**src/rtl/pc_sequencer.sv**
```systemverilog
// pc_sequencer: fetch/execute/writeback sequencer for the single-cycle RISC-V
// datapath. Owns the word-indexed PC, resolves branches, gates register-file
// and data-memory writes to one writeback cycle, supports free-run and
// single-step operation, halt detection and a retired-instruction counter.
module pc_sequencer #(
  parameter logic [9:0]  RESET_PC = 10'd0,
  parameter logic [9:0]  PC_LAST  = 10'd1023,
  parameter int unsigned CNT_W    = 16
) (
  input  logic             clk,
  input  logic             rst_n,
  input  logic             start,
  input  logic             step_mode,
  input  logic             step,
  input  logic [31:0]      instruction,
  input  logic             branch,
  input  logic             zero,
  input  logic [31:0]      immediate,
  input  logic             regwrite,
  input  logic             memwrite,
  output logic [9:0]       pc,
  output logic             reg_we,
  output logic             mem_we,
  output logic             busy,
  output logic             halted,
  output logic [CNT_W-1:0] retired_count
);

  typedef enum logic [2:0] {
    S_IDLE,
    S_FETCH,
    S_EXECUTE,
    S_WRITEBACK,
    S_PAUSE,
    S_HALT
  } state_t;

  state_t           state, state_n;
  logic [9:0]       pc_n;
  logic             reg_we_n, mem_we_n;
  logic [CNT_W-1:0] cnt_n;
  logic             stop_insn;
  logic             take_branch;

  // Only the word-offset bits of the byte immediate feed the PC adder.
  logic unused_imm_bits;
  assign unused_imm_bits = ^{immediate[31:12], immediate[1:0]};

  // An all-zero word or any SYSTEM-opcode instruction stops the sequencer.
  always_comb begin
    stop_insn   = (instruction == 32'h0) || (instruction[6:0] == 7'b1110011);
    take_branch = branch & zero;
  end

  // Next-state, next-PC, write-strobe and counter logic.
  always_comb begin
    state_n  = state;
    pc_n     = pc;
    reg_we_n = 1'b0;
    mem_we_n = 1'b0;
    cnt_n    = retired_count;
    unique case (state)
      S_IDLE, S_HALT: begin
        if (start) begin
          pc_n    = RESET_PC;
          cnt_n   = '0;
          state_n = S_FETCH;
        end
      end
      S_FETCH: state_n = S_EXECUTE;
      S_EXECUTE: begin
        if (stop_insn) begin
          state_n = S_HALT;
        end else begin
          state_n  = S_WRITEBACK;
          reg_we_n = regwrite;
          mem_we_n = memwrite;
        end
      end
      S_WRITEBACK: begin
        if (retired_count != '1) cnt_n = retired_count + CNT_W'(1);
        state_n = step_mode ? S_PAUSE : S_FETCH;
        if (take_branch) begin
          pc_n = pc + immediate[11:2];
        end else if (pc == PC_LAST) begin
          state_n = S_HALT;
        end else begin
          pc_n = pc + 10'd1;
        end
      end
      S_PAUSE: begin
        if (step || !step_mode) state_n = S_FETCH;
      end
      default: state_n = S_IDLE;
    endcase
  end

  // State, PC, strobe and counter registers with asynchronous reset.
  always_ff @(posedge clk or negedge rst_n) begin
    if (!rst_n) begin
      state         <= S_IDLE;
      pc            <= RESET_PC;
      reg_we        <= 1'b0;
      mem_we        <= 1'b0;
      retired_count <= '0;
    end else begin
      state         <= state_n;
      pc            <= pc_n;
      reg_we        <= reg_we_n;
      mem_we        <= mem_we_n;
      retired_count <= cnt_n;
    end
  end

  // Status flags decoded directly from the state register.
  always_comb begin
    busy   = (state == S_FETCH) || (state == S_EXECUTE) ||
             (state == S_WRITEBACK) || (state == S_PAUSE);
    halted = (state == S_HALT);
  end

endmodule

```
**config.mk**
```make
export PLATFORM = sky130hd
export DESIGN_NAME = pc_sequencer
export DESIGN_NICKNAME = d
export VERILOG_FILES = /design/src/rtl/pc_sequencer.sv
export SDC_FILE = /design/constraint.sdc
export NUM_CORES = 1
export LEC_CHECK = 0
export BUFFER_PORTS_ARGS = -buffer_cell sky130_fd_sc_hd__buf_2
export CORE_MARGIN = 2
export CORE_UTILIZATION = 42
export DETAILED_ROUTE_END_ITERATION = 8
export GPL_ROUTABILITY_DRIVEN = 0
export PLACE_DENSITY_LB_ADDON = 0.08
export REMOVE_ABC_BUFFERS = 1
export SLEW_MARGIN = 20
export SYNTH_ARGS = -nofsm -noshare
export SYNTH_HDL_FRONTEND = slang
export SYNTH_SLANG_ARGS = --single-unit
```
**constraint.sdc**
```tcl
create_clock -name clk -period 2.02 [get_ports clk]
set_clock_uncertainty 0.05 [all_clocks]
set_input_delay 0.404 -clock clk [delete_from_list [all_inputs] [get_ports clk]]
set_output_delay 0.404 -clock clk [all_outputs]
set_load 0.03 [all_outputs]
```
### Word-level counts from Yosys, hierarchy flattened

Index checks and enable logic that the tools add are counted.

* flip-flop bits (word level): 31
* bits of input ports: 73
* logic and storage cells: 52

* $add $sub $neg: 3
* eq/ne operators: 12
* multiplexer cells: 18
* bitwise operators: 1
* reductions and logical operators: 13

Operator list (number)
* zero test 32 bit: 1
* 2-to-1 mux 16 bit: 2
* one-hot mux 16 bit (2 select lines): 1
* 2-to-1 mux 10 bit: 3
* one-hot mux 10 bit (2 select lines): 1
* 2-to-1 mux 3 bit: 6
* adder 16 x 1 -> 16 bit (second input constant): 1
* != test 16 bit (second input constant): 1
* one-hot mux 3 bit (5 select lines): 1
* adder 10 x 1 -> 10 bit (second input constant): 1
* adder 10 bit: 1
* equality test 10 bit (second input constant): 1
* equality test 7 bit (second input constant): 1
* equality test 3 x 2 -> 1 bit (second input constant): 2
* equality test 3 bit (second input constant): 2
* != test 2 bit (second input constant): 3
* AND reduction 3 bit: 2
* logical OR 1 bit: 5
* 2-to-1 mux 1 bit: 4
* equality test 3 x 1 -> 1 bit (second input constant): 1
* zero test 3 bit: 1
* != test 3 bit (second input constant): 1
* AND reduction 2 bit: 1
* nonzero test 2 bit: 1
* 3 further kinds: 3

### Longest topological paths before layout

* depth in word-level cells: 4
* depth in mapped cells: 11
* gate-level depth less buffers: 10

### Worst setup path before layout

OpenSTA, ideal clock, no wires.

* kind: in2reg
* start: in zero
* end: reg pc[8]
* setup time: 0.096 ns
* arrival time: 2.180 ns
* slack: -0.306 ns
* stages: 11
* path buffers: 1
* cells stage by stage: clkbuf_1 -> nand3b_1 -> ha_1 -> inv_1 -> fa_1 -> nor2b_1 -> o21ai_0 -> a32oi_1 -> a31oi_1 -> xor2_1 -> o31ai_1

* word-level cells in the longest chain between the ends: 3

Ends and longest elaborated chain
* start, declared: RTL line 17 `input logic zero,`
* AND 1 bit *: RTL line 52 `take_branch = branch & zero;`
* != test 3 bit (no line) / 2-to-1 mux 10 bit (equally long branches)
* AND reduction 3 bit (no line) / one-hot mux 10 bit (2 select lines) (equally long branches)
* end signal, assigned: RTL line 108 `pc <= pc_n;`
* end, declared: RTL line 21 `output logic [9:0] pc,`

Every way passes the cells marked *; elsewhere a longest branch is shown, timed or not.
A chain may end at the register's enable or synchronous reset.

### Worst setup path after layout

Ends and elaborated chain as after synthesis.

==> qor.yml <==
detailed_routing:
  vias: 2325
  dr.pass1.iters: 4
  routed_via_density: 5.36
  final_antenna_net_count: 0
  drtIter0Drc: 120
  drc: 0
  wirelength_um: 5690
  post_drt_wl_per_cell_um: 13.1
cts:
  cts_made_buffers: 5
  clk_latency_ns: 0.29
  clk_pin_slew_ns: 0.07
  root_buffer: "clkbuf_8"
  cts_tree: "done"
  h-tree-depth: 2
  ctsHoldBuffers: 0
  cts_sinks: 31
  clock_path_buffers: 2
grt:
  grt_max_degree: 32
  antenna_found_initial: 0
  grt_usage: 0.218
  grt_pass1_wl_um: 9420
  grt_pass1_vias: 2083
  grt-ovfl-total: 0
placed_design:
  hpwl_um: 4180
  place_ws_ns: -0.361
  io_buffers: 80
timing:
  tightestPinTransition_ns: 0.727
  setup_viol: 0
  fmax_mhz: 495
  rsz0062_at_grt: "true"
  worst_slack_ns: 0.000670
  finalSetupTns_ns: 0
  min_period_ns: 2.02
  final.period_utilization: 1.00
  drv_slew: 0
  hold_viol: 0
  slew_headroom: 0.516
  whs_ns: 0.122
layout:
  drive_above_1_share: 0.431
  syn2layout_area_growth_pct: 45.0
  nets: 450
  fill_cells: 430
  n_antenna_cell: 0
setup_path:
  arrival_ns: 2.17
  critPathMaxFanout: 5
  startpoint_type: "input port"
  crit_type: "input port to flop"
  r2r_cells: 9
  endpoint_kind: "flop"
  required_ns: 2.17
floorplanning:
  core_mm2: 0.00482
  rows: 25
  die_y_um: 75.3
  die_x_um: 75.3
  floorplan.die_area_mm2: 0.00567
  pin_count: 103
  initial_core_util: 0.444
power:
  peakVddDrop_uv: 919
  switching_share: 0.421
  pwr-share-comb: 0.538
  seq_power_share: 0.260
  power_leakage_uw: 0.00155
  internal_power_uw: 1840
  power_frac_clock: 0.202
  switching_power_uw: 1340
  power_density_mw_per_mm2: 1020
  power_uw: 3180
synthesis:
  synth_common_cells: "o21ai_0 (35), dfrtp_1 (31), nand2_1 (28)"
  syn_area_mm2: 0.00214
  syn_inst: 248
  yosys.area.top_type: "dfrtp_1"
  ys_ff_latch: 31
  synth_most_common_cell: "o21ai_0"
  synth_warnings: 0
  async_reset_ff_frac: 1.00
  synth.distinct_cells: 47
  ys_top_cells_by_area: "dfrtp_1 (36%), o21ai_0 (8.2%), ha_1 (5.9%), nand2_1 (4.9%), nand4_1 (3.2%)"
  synth_ff_type: "dfrtp_1"
  yosysSeqAreaShare: 0.363
  synth-edff-count: 0
  yosysTopAreaCellShare: 0.363
  syn_avg_cell_area_um2: 8.62
worst_hold_path:
  min_path_type: "input port to asynchronous set/reset pin"
flow_run:
  cap_violations: 0
run_status:
  status: "complete, no violations"
power by group through the flow:
stage | clock (uW) | sequential (uW) | combinational [uW]
5_1_grt | 694 | 839 | 1880
6_report | 641 | 825 | 1710
2_1_floorplan | 0 | 1060 | 712
3_3_place_gp | 0 | 832 | 1620
4_1_cts | 656 | 823 | 1640
3_5_place_dp | 0 | 834 | 1630
cell type report:
type,count,area [um^2],area share
Clock buffer,6,82.6,0.0267
Multi-Input combinational cell,196,1330,0.429
Tap cell,67,83.8,0.0271
Sequential cell,31,776,0.250
Inverter,9,33.8,0.0109
Timing Repair Buffer,123,758,0.245
Clock inverter,2,35.0,0.0113
placed cells by master (no fill, tap or decap), types with 5 or more instances in the layout:
cell type,Yosys,final
inv_1,9,8
a31oi_1,9,9
ha_1,10,8
nand4_1,11,11
and3_1,8,8
nor4_1,7,7
clkbuf_8,0,6
dfrtp_1,31,31
o31ai_1,9,8
buf_2,3,79
buf_4,2,40
o21ai_0,35,34
nand2_1,28,28
nor2_1,12,12
nand3_1,7,7
nor2b_1,6,5
stage by stage:
| step | instance area, um^2 | utilization | cells |
|---|---|---|---|
| 3_3_place_gp | 2880 | 0.597 | 424 |
| 5_1_grt | 3100 | 0.643 | 434 |
| 2_1_floorplan | 2060 | - | 236 |
| 6_report | 3100 | 0.643 | 434 |
| 3_5_place_dp | 2880 | 0.597 | 424 |
| 4_1_cts | 3000 | 0.623 | 432 |
per-layer routing:
metal / wire, um / GRT usage
met4: 55 / 0.0565
met1: 2560 / 0.297
met3: 310 / 0.0529
met2: 2760 / 0.348
met5: 0 / 0
repair_timing:
| action | 4_1_cts | 5_1_grt |
|---|---|---|
| setup buffers | 0 | 2 |
| pin swaps | 1 | 10 |
| resized for setup | 2 | 20 |
| endpoints found under the setup margin | 3 | 14 |
sequential cells by signal, summed over array words and instances, names as in the netlist:
signal	count
retired_count	16
pc	10
state	3
mem_we	1
reg_we	1
logic make-up (layout without fill, tap and decap cells):
family,after synthesis,after routing,synth area share
AO/OA/AOI/OAI,78,78,0.232
flip-flops,31,31,0.363
buffers and inverters,21,140,0.0527
adder cells (fa/ha/maj),11,11,0.0679
XOR/XNOR,8,8,0.0328
AND/OR/NAND/NOR,99,99,0.252
worst max-delay path, cell delays in order:
cell and delay (ns):
buf_2 0.14, nand3b_1 0.09, ha_2 0.19, inv_2 0.05, fa_2 0.41, nor2b_4 0.14, o21ai_2 0.08, a32oi_2 0.22
a31oi_1 0.12, xor2_1 0.15, o31ai_1 0.18
path summary, 6_finish.rpt:
kind                                               start                            end  slack [ns]
max                                                 zero              pc[8]$_DFFE_PN0P_      0.0007
min in group clk                                regwrite               reg_we$_DFF_PN0_        0.28
min                                                rst_n              pc[5]$_DFFE_PN0P_        0.12
max in group asynchronous                          rst_n           state[2]$_DFFE_PN0P_        1.33
min reg2reg                retired_count[15]$_DFFE_PN0P_  retired_count[15]$_DFFE_PN0P_        0.45
max reg2reg                            pc[0]$_DFFE_PN0P_              pc[8]$_DFFE_PN0P_      0.0007
No activity file was read; power rests on OpenSTA's default activity.
